<file path="config.mk">
export PLATFORM = sky130hd
export DESIGN_NAME = mux_pipe_reg
export DESIGN_NICKNAME = d
export VERILOG_FILES = /design/src/rtl/mux_pipe_reg.sv
export SDC_FILE = /design/constraint.sdc
export NUM_CORES = 1
export LEC_CHECK = 0
export CAP_MARGIN = 10
export CORE_AREA = 4 4 41 43
export CTS_CLUSTER_DIAMETER = 200
export DETAILED_ROUTE_END_ITERATION = 7
export DIE_AREA = 0 0 45 47
export GPL_TIMING_DRIVEN = 0
export HOLD_SLACK_MARGIN = 0.02
export PLACE_DENSITY = 0.81
export SYNTH_ARGS = -nofsm -noshare
export SYNTH_HDL_FRONTEND = slang
export SYNTH_SLANG_ARGS = --single-unit
export TNS_END_PERCENT = 30
</file>
<file path="constraint.sdc">
create_clock -name clk -period 1.4 [get_ports clk]
set_input_delay 0.28 -clock clk [delete_from_list [all_inputs] [get_ports clk]]
set_output_delay 0.28 -clock clk [all_outputs]
set_load 0.02 [all_outputs]
</file>
<file path="src/rtl/mux_pipe_reg.sv">
// mux_pipe_reg: N-way channel select feeding one registered output stage.
// Valid/ready handshake on both sides. The stage refills in the same cycle it
// drains, so back-to-back traffic flows with no gap. Selects past the last
// channel load zeros, raise selError and bump a saturating error counter.
module mux_pipe_reg #(
  parameter int unsigned WIDTH      = 5,
  parameter int unsigned NUM_INPUTS = 2,
  parameter int unsigned SEL_W      = (($clog2(NUM_INPUTS) < 1) ? 1 : $clog2(NUM_INPUTS))
) (
  input  logic                        clk,
  input  logic                        rstN,
  input  logic                        flush,
  input  logic [WIDTH*NUM_INPUTS-1:0] inBus,
  input  logic [SEL_W-1:0]            selIn,
  input  logic                        inValid,
  output logic                        inReady,
  output logic [WIDTH-1:0]            outMux,
  output logic                        outValid,
  input  logic                        outReady,
  output logic                        selError,
  output logic [7:0]                  errCount
);

  // Select is widened by one bit so NUM_INPUTS itself is representable in the compare.
  localparam int unsigned CMP_W   = SEL_W + 1;
  localparam int unsigned CNT_W   = 8;
  localparam logic [CNT_W-1:0] CNT_MAX = '1;

  logic             accept;
  logic             release_;
  logic             selOutOfRange;
  logic [WIDTH-1:0] selData;

  logic [WIDTH-1:0] nextMux;
  logic             nextValid;
  logic             nextSelError;
  logic [CNT_W-1:0] nextErrCount;

  // The stage can take an item when it is empty or draining this cycle; flush blocks intake.
  always_comb begin
    inReady  = (!outValid || outReady) && !flush;
    accept   = inValid && inReady;
    release_ = outValid && outReady;
  end

  // Flag selects that name no existing channel.
  always_comb begin
    selOutOfRange = (CMP_W'(selIn) >= CMP_W'(NUM_INPUTS));
  end

  // Channel mux. An out-of-range select matches no channel and leaves the zero default.
  always_comb begin
    selData = '0;
    for (int k = 0; k < int'(NUM_INPUTS); k++) begin
      if (selIn == SEL_W'(k)) begin
        selData = inBus[k*WIDTH +: WIDTH];
      end
    end
  end

  // Next-state for the output stage. Flush takes priority over everything.
  // An accept wins over a release, so accept+release in one cycle replaces the item.
  always_comb begin
    nextMux      = outMux;
    nextValid    = outValid;
    nextSelError = selError;
    nextErrCount = errCount;
    if (flush) begin
      nextMux      = '0;
      nextValid    = 1'b0;
      nextSelError = 1'b0;
    end else if (accept) begin
      nextMux      = selOutOfRange ? '0 : selData;
      nextValid    = 1'b1;
      nextSelError = selOutOfRange;
      if (selOutOfRange && (errCount != CNT_MAX)) begin
        nextErrCount = errCount + CNT_W'(1);
      end
    end else if (release_) begin
      // Data is left in place; only the valid and error flags drop.
      nextValid    = 1'b0;
      nextSelError = 1'b0;
    end
  end

  // Output stage registers; reset clears them immediately, without a clock.
  always_ff @(posedge clk or negedge rstN) begin
    if (!rstN) begin
      outMux   <= '0;
      outValid <= 1'b0;
      selError <= 1'b0;
      errCount <= '0;
    end else begin
      outMux   <= nextMux;
      outValid <= nextValid;
      selError <= nextSelError;
      errCount <= nextErrCount;
    end
  end

endmodule
</file>
; ---- Word level (Yosys, flattened, before mapping)
; Cells that the tools add are included.
[totals]
inputBits = 16
register_bits = 7
word_cells = 19
output_inout_bits = 16
[op_classes]
n_reduce_logical = 8
mux = 8
[op_table]
columns = cell, n
row1 = two-way mux 5 bit, 3
row2 = two-way mux 1 bit, 5
row3 = logical AND 1 bit, 3
row4 = nonzero test 3 bit, 1
row5 = logical NOT 1 bit, 2
row6 = nonzero test 2 bit, 1
row7 = logical OR 1 bit, 1

; ---- Logic depth before layout (Yosys ltp)
; Gate-level depths: netlist (run 1).
[depth]
word_depth = 6
ltp_mapped = 3
ltp_nobuf = 3

; ---- Worst setup path after synthesis (run 1)
; Ideal clock, no wire load.
[synth_timing]
kind = register -> register
start = register outValid
end = register outMux[0]
path_slack_ns = 0.216
t_required_ns = 1.321
period_less_slack_ns = 1.184
path_buffers = 0
path_stages_with_launch = 4
setup_time_ns = 0.079
arrival_ns = 1.105
path_cell_list = dfrtp_1 nor2b_4 nor3b_4 mux2i_1
[synth_via]
elab_chain_len = 5
[synth_lines]
columns = element, line
row1 = "start, declared", 18  ; output logic outValid,
row2 = "start signal, assigned", 95  ; outValid <= nextValid;
row3 = logical NOT 1 bit, 41  ; inReady = (!outValid || outReady) && !flush;
row4 = logical OR 1 bit, 41
row5 = logical AND 1 bit, 41
row6 = logical AND 1 bit, 42  ; accept = inValid && inReady;
row7 = nonzero test 2 bit (no line), -
row8 = "end signal, assigned", 94  ; outMux <= nextMux;
row9 = "end, declared", 17  ; output logic [WIDTH-1:0] outMux,
; No other way between the ends.
; A chain may end at the register's enable or synchronous reset.

; ---- Final worst setup path (run 1)
[layout_timing]
start = input port outReady
end = output port inReady
[layout_via]
elab_chain_len = 2
[layout_lines]
columns = element, line
row1 = "start, declared", 19  ; input logic outReady,
row2 = logical OR 1 bit, 41
row3 = logical AND 1 bit, 41
row4 = "end, declared", 16  ; output logic inReady,
; No other way between the ends.

==> results of run 1 <==
[path summary, 6_finish.rpt]
| kind | end | cells after the start | startpoint | slack (ps) |
|---|---|---|---|---|
| setup / recovery | inReady | 4 | outReady | 50 |
| hold / removal | outMux[0]$_DFFE_PN0P_ | 1 | rstN | 280 |
| setup reg to reg | outMux[3]$_DFFE_PN0P_ | 5 | outValid$_DFFE_PN0P_ | 170 |
| hold reg to reg | outMux[1]$_DFFE_PN0P_ | 2 | outMux[1]$_DFFE_PN0P_ | 540 |
| max in group asynchronous | outValid$_DFFE_PN0P_ | 1 | rstN | 910 |
| min in group clk | outMux[2]$_DFFE_PN0P_ | 3 | selIn | 490 |
[where the power goes]
group	total [mW]	internal, mW	switching (mW)	leakage (nW)
logic	0.172	0.0919	0.0804	0.268
clock network	0.154	0.0966	0.0570	0.0138
registers	0.194	0.188	0.00643	0.0789
total	0.520	0.376	0.144	0.360
[area by class of cell]
type                       instances  share of cell area
buffer                            10               0.106
clock buffer                       3              0.0329
multi-input combinational         29               0.305
sequential                         6               0.219
tap                               15              0.0274
timing repair buffer              23               0.309
[through the flow]
stage | hold WS [ps] | total power [mW] | cell area [um^2] | setup slack (ps)
global placement | 531 | 0.378 | 661 | -468
detailed placement | 531 | 0.381 | 661 | -472
finish | 280 | 0.520 | 684 | 52.2
CTS | 288 | 0.528 | 677 | 19.8
global route | 292 | 0.554 | 684 | 18.0
floorplan | -15.6 | 0.296 | 432 | 216
[routing by layer]
| layer | track usage | wire [um] |
|---|---|---|
| met3 | 0.0421 | 158 |
| met5 | 0 | 0 |
| met4 | 0.0526 | 20 |
| met2 | 0.107 | 344 |
| met1 | 0.0903 | 312 |
[registers in the layout (all words and copies together), names as in the netlist]
register,flops
outValid,1
outMux,5
[repair_timing]
item | CTS | global route
gates resized for setup | 11 | 0
pin swaps | 0 | 1
setup buffers | 1 | 1
endpoints found under the hold margin | 0 | 0
endpoints found under the setup margin | 7 | 5
[cell families after synthesis]
| group | count (synthesis) | synth area share |
|---|---|---|
| other | 1 | 0.00934 |
| buffers and inverters | 10 | 0.181 |
| and+or+nand+nor | 10 | 0.187 |
| muxes | 10 | 0.249 |
| DFF | 6 | 0.374 |
[cells in the final DEF (no fill, tap or decap)]
master,count
nor2b_4,1
nand2b_1,5
mux2i_1,10
dfrtp_1,6
buf_4,11
clkbuf_4,3
clkdlybuf4s50_1,13
buf_2,1
conb_1,9
clkbuf_2,1
nor2_1,3
nor3b_4,1
dlygate4sd2_1,7
==> results_dict.tcl, run 1 <==
set metrics [dict create \
    status "finished clean" \
    register_area_um2 150 \
    multi_input_area_um2 209 \
    dp_cells 81 \
    area_delta_synth_final_pct 70.4 \
    vias_per_cell 3.90 \
    layout-drive-gt1-share 0.254 \
    fin_skew_ps 2.49 \
    min_period_ps 1350 \
    wirelength_um 836 \
    ant_nets 0 \
    clk-insertion-delay-late_ps 240 \
    finalCoreUtilization 0.526 \
    numPortBuffers 21 \
    cts_tree "built" \
    cts_made_buffers 3 \
    async_reset_ff_frac 1.00 \
    cts.clk_slew.worst_paths_ps 40 \
    yosysWarnings 0 \
    htreeDepth 1 \
    synth_common_cells "mux2i_1, buf_4, dfrtp_1" \
    rsz0062_at_grt "no" \
    n_antenna_cell 0 \
    io_pins 32 \
    holdCritPathClass "input port to async pin" \
    power_density_nw_per_um2 760 \
    slowest_delay_ps 500 \
    synth_edf_count 0 \
    vias 335 \
    yosysTopAreaCell "dfrtp_1" \
    worstSetupPathType "input port to output pin" \
    yosys_most_used_dff "dfrtp_1" \
    place.gp.congestion 0.671 \
    cts_root_buf "clkbuf_4" \
    synth.distinct_cells 9 \
    synth.area.top_cells "dfrtp_1, mux2i_1, buf_4, nand2b_1, nor3b_4" \
    ys_seq_area_frac 0.374 \
    drtIter0Drc 1 \
    ys_seq_elements 6 \
    maxClockFrequency_mhz 742 \
    first_pass_iters 2 \
    rows 13 \
    crit_family "buffers and inverters" \
    ir_drop_mv 0.469 \
    path_max_fanout 2 \
    nNetsFinal 89 \
    drv_slew 0 \
    path_buf_inv 2 \
    grt_start_max_net_pins 9 \
    nFillCells 133 \
    ctsHoldBuffers 0 \
    grt_antenna_before_repair 0 \
    clk_path_buf_depth 2 \
    die-area_um2 2120 \
    postSynthAreaPerCell_um2 10.9 \
    synth_area_um2 402 \
    arrival_ps 1070 \
    post_drt_wl_per_cell_um 9.72 \
    slowest_stage "clkdlybuf4s50_1" \
    grt.total_usage 0.0771 \
    leakagePower_nw 0.360 \
    crit_chain "clkdlybuf4s50_1, nor2b_4, nor2_1, buf_2" \
    required_ps 1120 \
    drc 0 \
    core_area_um2 1300 \
    grt_overflow 0 \
    cp-end-kind "output pin" \
    die_h_um 47 \
    grt_pass1_wl_um 1140 \
    numClockSinks 6 \
    timing.setup.tns_ps 0 \
    fin_crit_sh 0.963 \
    synth_most_common_cell "mux2i_1" \
    synthCells 37 \
    grt_pass1_vias 296 \
    fp.dieW_um 45 \
    synth_top_area_frac 0.374 \
    start_kind "input port" \
    finalHoldViolations 0 \
    cap_violations 0 \
    start_util 0.309 \
    setup_viol 0 \
    finalNonFillerCells 86 \
]
No activity file was read; power rests on OpenSTA's default activity.
==> inputs of run 2 (changes only) <==
CELL_PAD_IN_SITES_DETAIL_PLACEMENT = 1   (was default)
CELL_PAD_IN_SITES_GLOBAL_PLACEMENT = 1   (was default)
CORE_AREA = default   (was 4 4 41 43)
CORE_MARGIN = 4   (was default)
CORE_UTILIZATION = 21   (was default)
DIE_AREA = default   (was 0 0 45 47)
PLACE_DENSITY = 0.8   (was 0.81)
RECOVER_POWER = 100   (was default)
==> run 2 against run 1 <==
- final cell count up 9.3%
- global-route usage up 0.66 points
- final area up 0.37%
- routed wire length up 22%
==> results_dict.tcl, run 2 (same netlist as run 1, synthesis figures left out) <==
set metrics [dict create \
    core_area_um2 1760 \
    finalNonFillerCells 94 \
    cts_made_buffers 3 \
    die_h_um 51.7 \
    post_drt_wl_per_cell_um 10.9 \
    start_kind "flop" \
    first_pass_iters 4 \
    hold_slack_ps 359 \
    cts_setup_buffers 0 \
    top_regs "outMux: 5 flops, outValid: 1 flops" \
    rsz0062_at_grt "no" \
    start_util 0.228 \
    leakagePower_nw 0.360 \
    clk-insertion-delay-late_ps 230 \
    fp.dieW_um 51.7 \
    crit_chain "nor2b_4, nor2_1, buf_4" \
    htreeDepth 1 \
    layout_common_cells "clkdlybuf4s50_1, mux2i_1, buf_4, conb_1, dlygate4sd2_1" \
    grt_pass1_wl_um 1610 \
    finalCoreUtilization 0.389 \
    nNetsFinal 87 \
    numClockSinks 6 \
    drtIter0Drc 1 \
    arrival_ps 970 \
    worstSetupPathType "flop to output pin" \
    n_antenna_cell 0 \
    area_delta_synth_final_pct 71.0 \
    setup_viol 0 \
    largest_register_ff_count 5 \
    grt.total_usage 0.0837 \
    wirelength_um 1020 \
    holdCritPathClass "input port to async pin" \
    drc 0 \
    cts_root_buf "clkbuf_4" \
    grt_start_max_net_pins 9 \
    grt_pass1_vias 351 \
    nFillCells 224 \
    fin_crit_sh 0.891 \
    layout-drive-gt1-share 0.232 \
    cap_violations 0 \
    vias 332 \
    status "finished clean" \
    finalHoldViolations 0 \
    power_density_nw_per_um2 753 \
    grt_antenna_before_repair 0 \
    min_period_ps 1250 \
    final_common_cell "clkdlybuf4s50_1" \
    ant_nets 0 \
    path_max_fanout 3 \
    die-area_um2 2680 \
    slowest_stage "dfrtp_1" \
    clk_path_buf_depth 2 \
    cts_tree "built" \
    numPortBuffers 21 \
    grt_overflow 0 \
    vias_per_cell 3.53 \
    cp-end-kind "output pin" \
    cts.clk_slew.worst_paths_ps 40 \
    rows 15 \
    ir_drop_mv 0.361 \
    required_ps 1120 \
    fin_skew_ps 1.28 \
    top_register "outMux" \
    hpwlAfterDp_um 924 \
    io_pins 32 \
    maxClockFrequency_mhz 802 \
    place.gp.congestion 0.654 \
    dp_cells 91 \
    drv_slew 0 \
    slowest_delay_ps 370 \
]
-- run 2: final timing paths --
| kind | from | endpoint | slack [ps] | depth (start not counted) |
|---|---|---|---|---|
| max reg2reg | outValid$_DFFE_PN0P_ | outMux[2]$_DFFE_PN0P_ | 210 | 3 |
| min in group clk | outReady | outValid$_DFFE_PN0P_ | 400 | 4 |
| max in group asynchronous | rstN | outMux[3]$_DFFE_PN0P_ | 820 | 1 |
| min reg2reg | outMux[0]$_DFFE_PN0P_ | outMux[0]$_DFFE_PN0P_ | 540 | 2 |
| max | outValid$_DFFE_PN0P_ | inReady | 150 | 3 |
| min | rstN | outMux[1]$_DFFE_PN0P_ | 360 | 1 |
-- run 2: area by class of cell --
type                    count  area (um^2)  share of cell area
multi-input cells          29          209               0.304
repair buffers             21          201               0.293
flip-flops and latches      6          150               0.219
well taps                  25         31.3              0.0455
plain buffers              10         72.6               0.106
clock buffers               3         22.5              0.0328
-- run 2: what timing repair did --
action | 4_1_cts | 5_1_grt
gates resized for setup | 11 | 2
hold buffers | 0 | 0
endpoints found under the setup margin | 8 | 1
-- run 2: per-stage QoR --
| step | area [um^2] | setup TNS (ps) | power [mW] | worst slack (ps) |
|---|---|---|---|---|
| 5_1_grt | 687 | 0 | 0.561 | 63.6 |
| 3_5_place_dp | 673 | -1680 | 0.384 | -514 |
| 2_1_floorplan | 432 | 0 | 0.296 | 216 |
| 6_report | 687 | 0 | 0.517 | 152 |
| 3_3_place_gp | 673 | -1400 | 0.380 | -492 |
| 4_1_cts | 682 | 0 | 0.529 | 11.4 |
-- run 2: power breakdown --
group          internal [mW]  leakage [nW]  switching (mW)
registers              0.188        0.0789         0.00666
clock network         0.0964        0.0138          0.0542
logic                 0.0888         0.267          0.0833
total                  0.373         0.360           0.144
-- run 2: critical path, delay by kind of cell (launching register included) --
kind | cells | cell delay [ps]
AND/OR/NAND/NOR | 2 | 220
buffers and inverters | 1 | 150
flip-flops | 1 | 370
-- run 2: routing by layer --
metal,GRT usage,vias up,part of all wire
met5,0,-,0
met4,0.0393,0,0
met3,0.0516,0,0.15
met2,0.119,21,0.45
met1,0.0984,144,0.40
li1,-,167,-
==> inputs of run 3 (changes only) <==
GPL_ROUTABILITY_DRIVEN = 0   (was default)
==> results of run 3 <==
The final DEF is identical to that of run 2; final timing and power are the same.
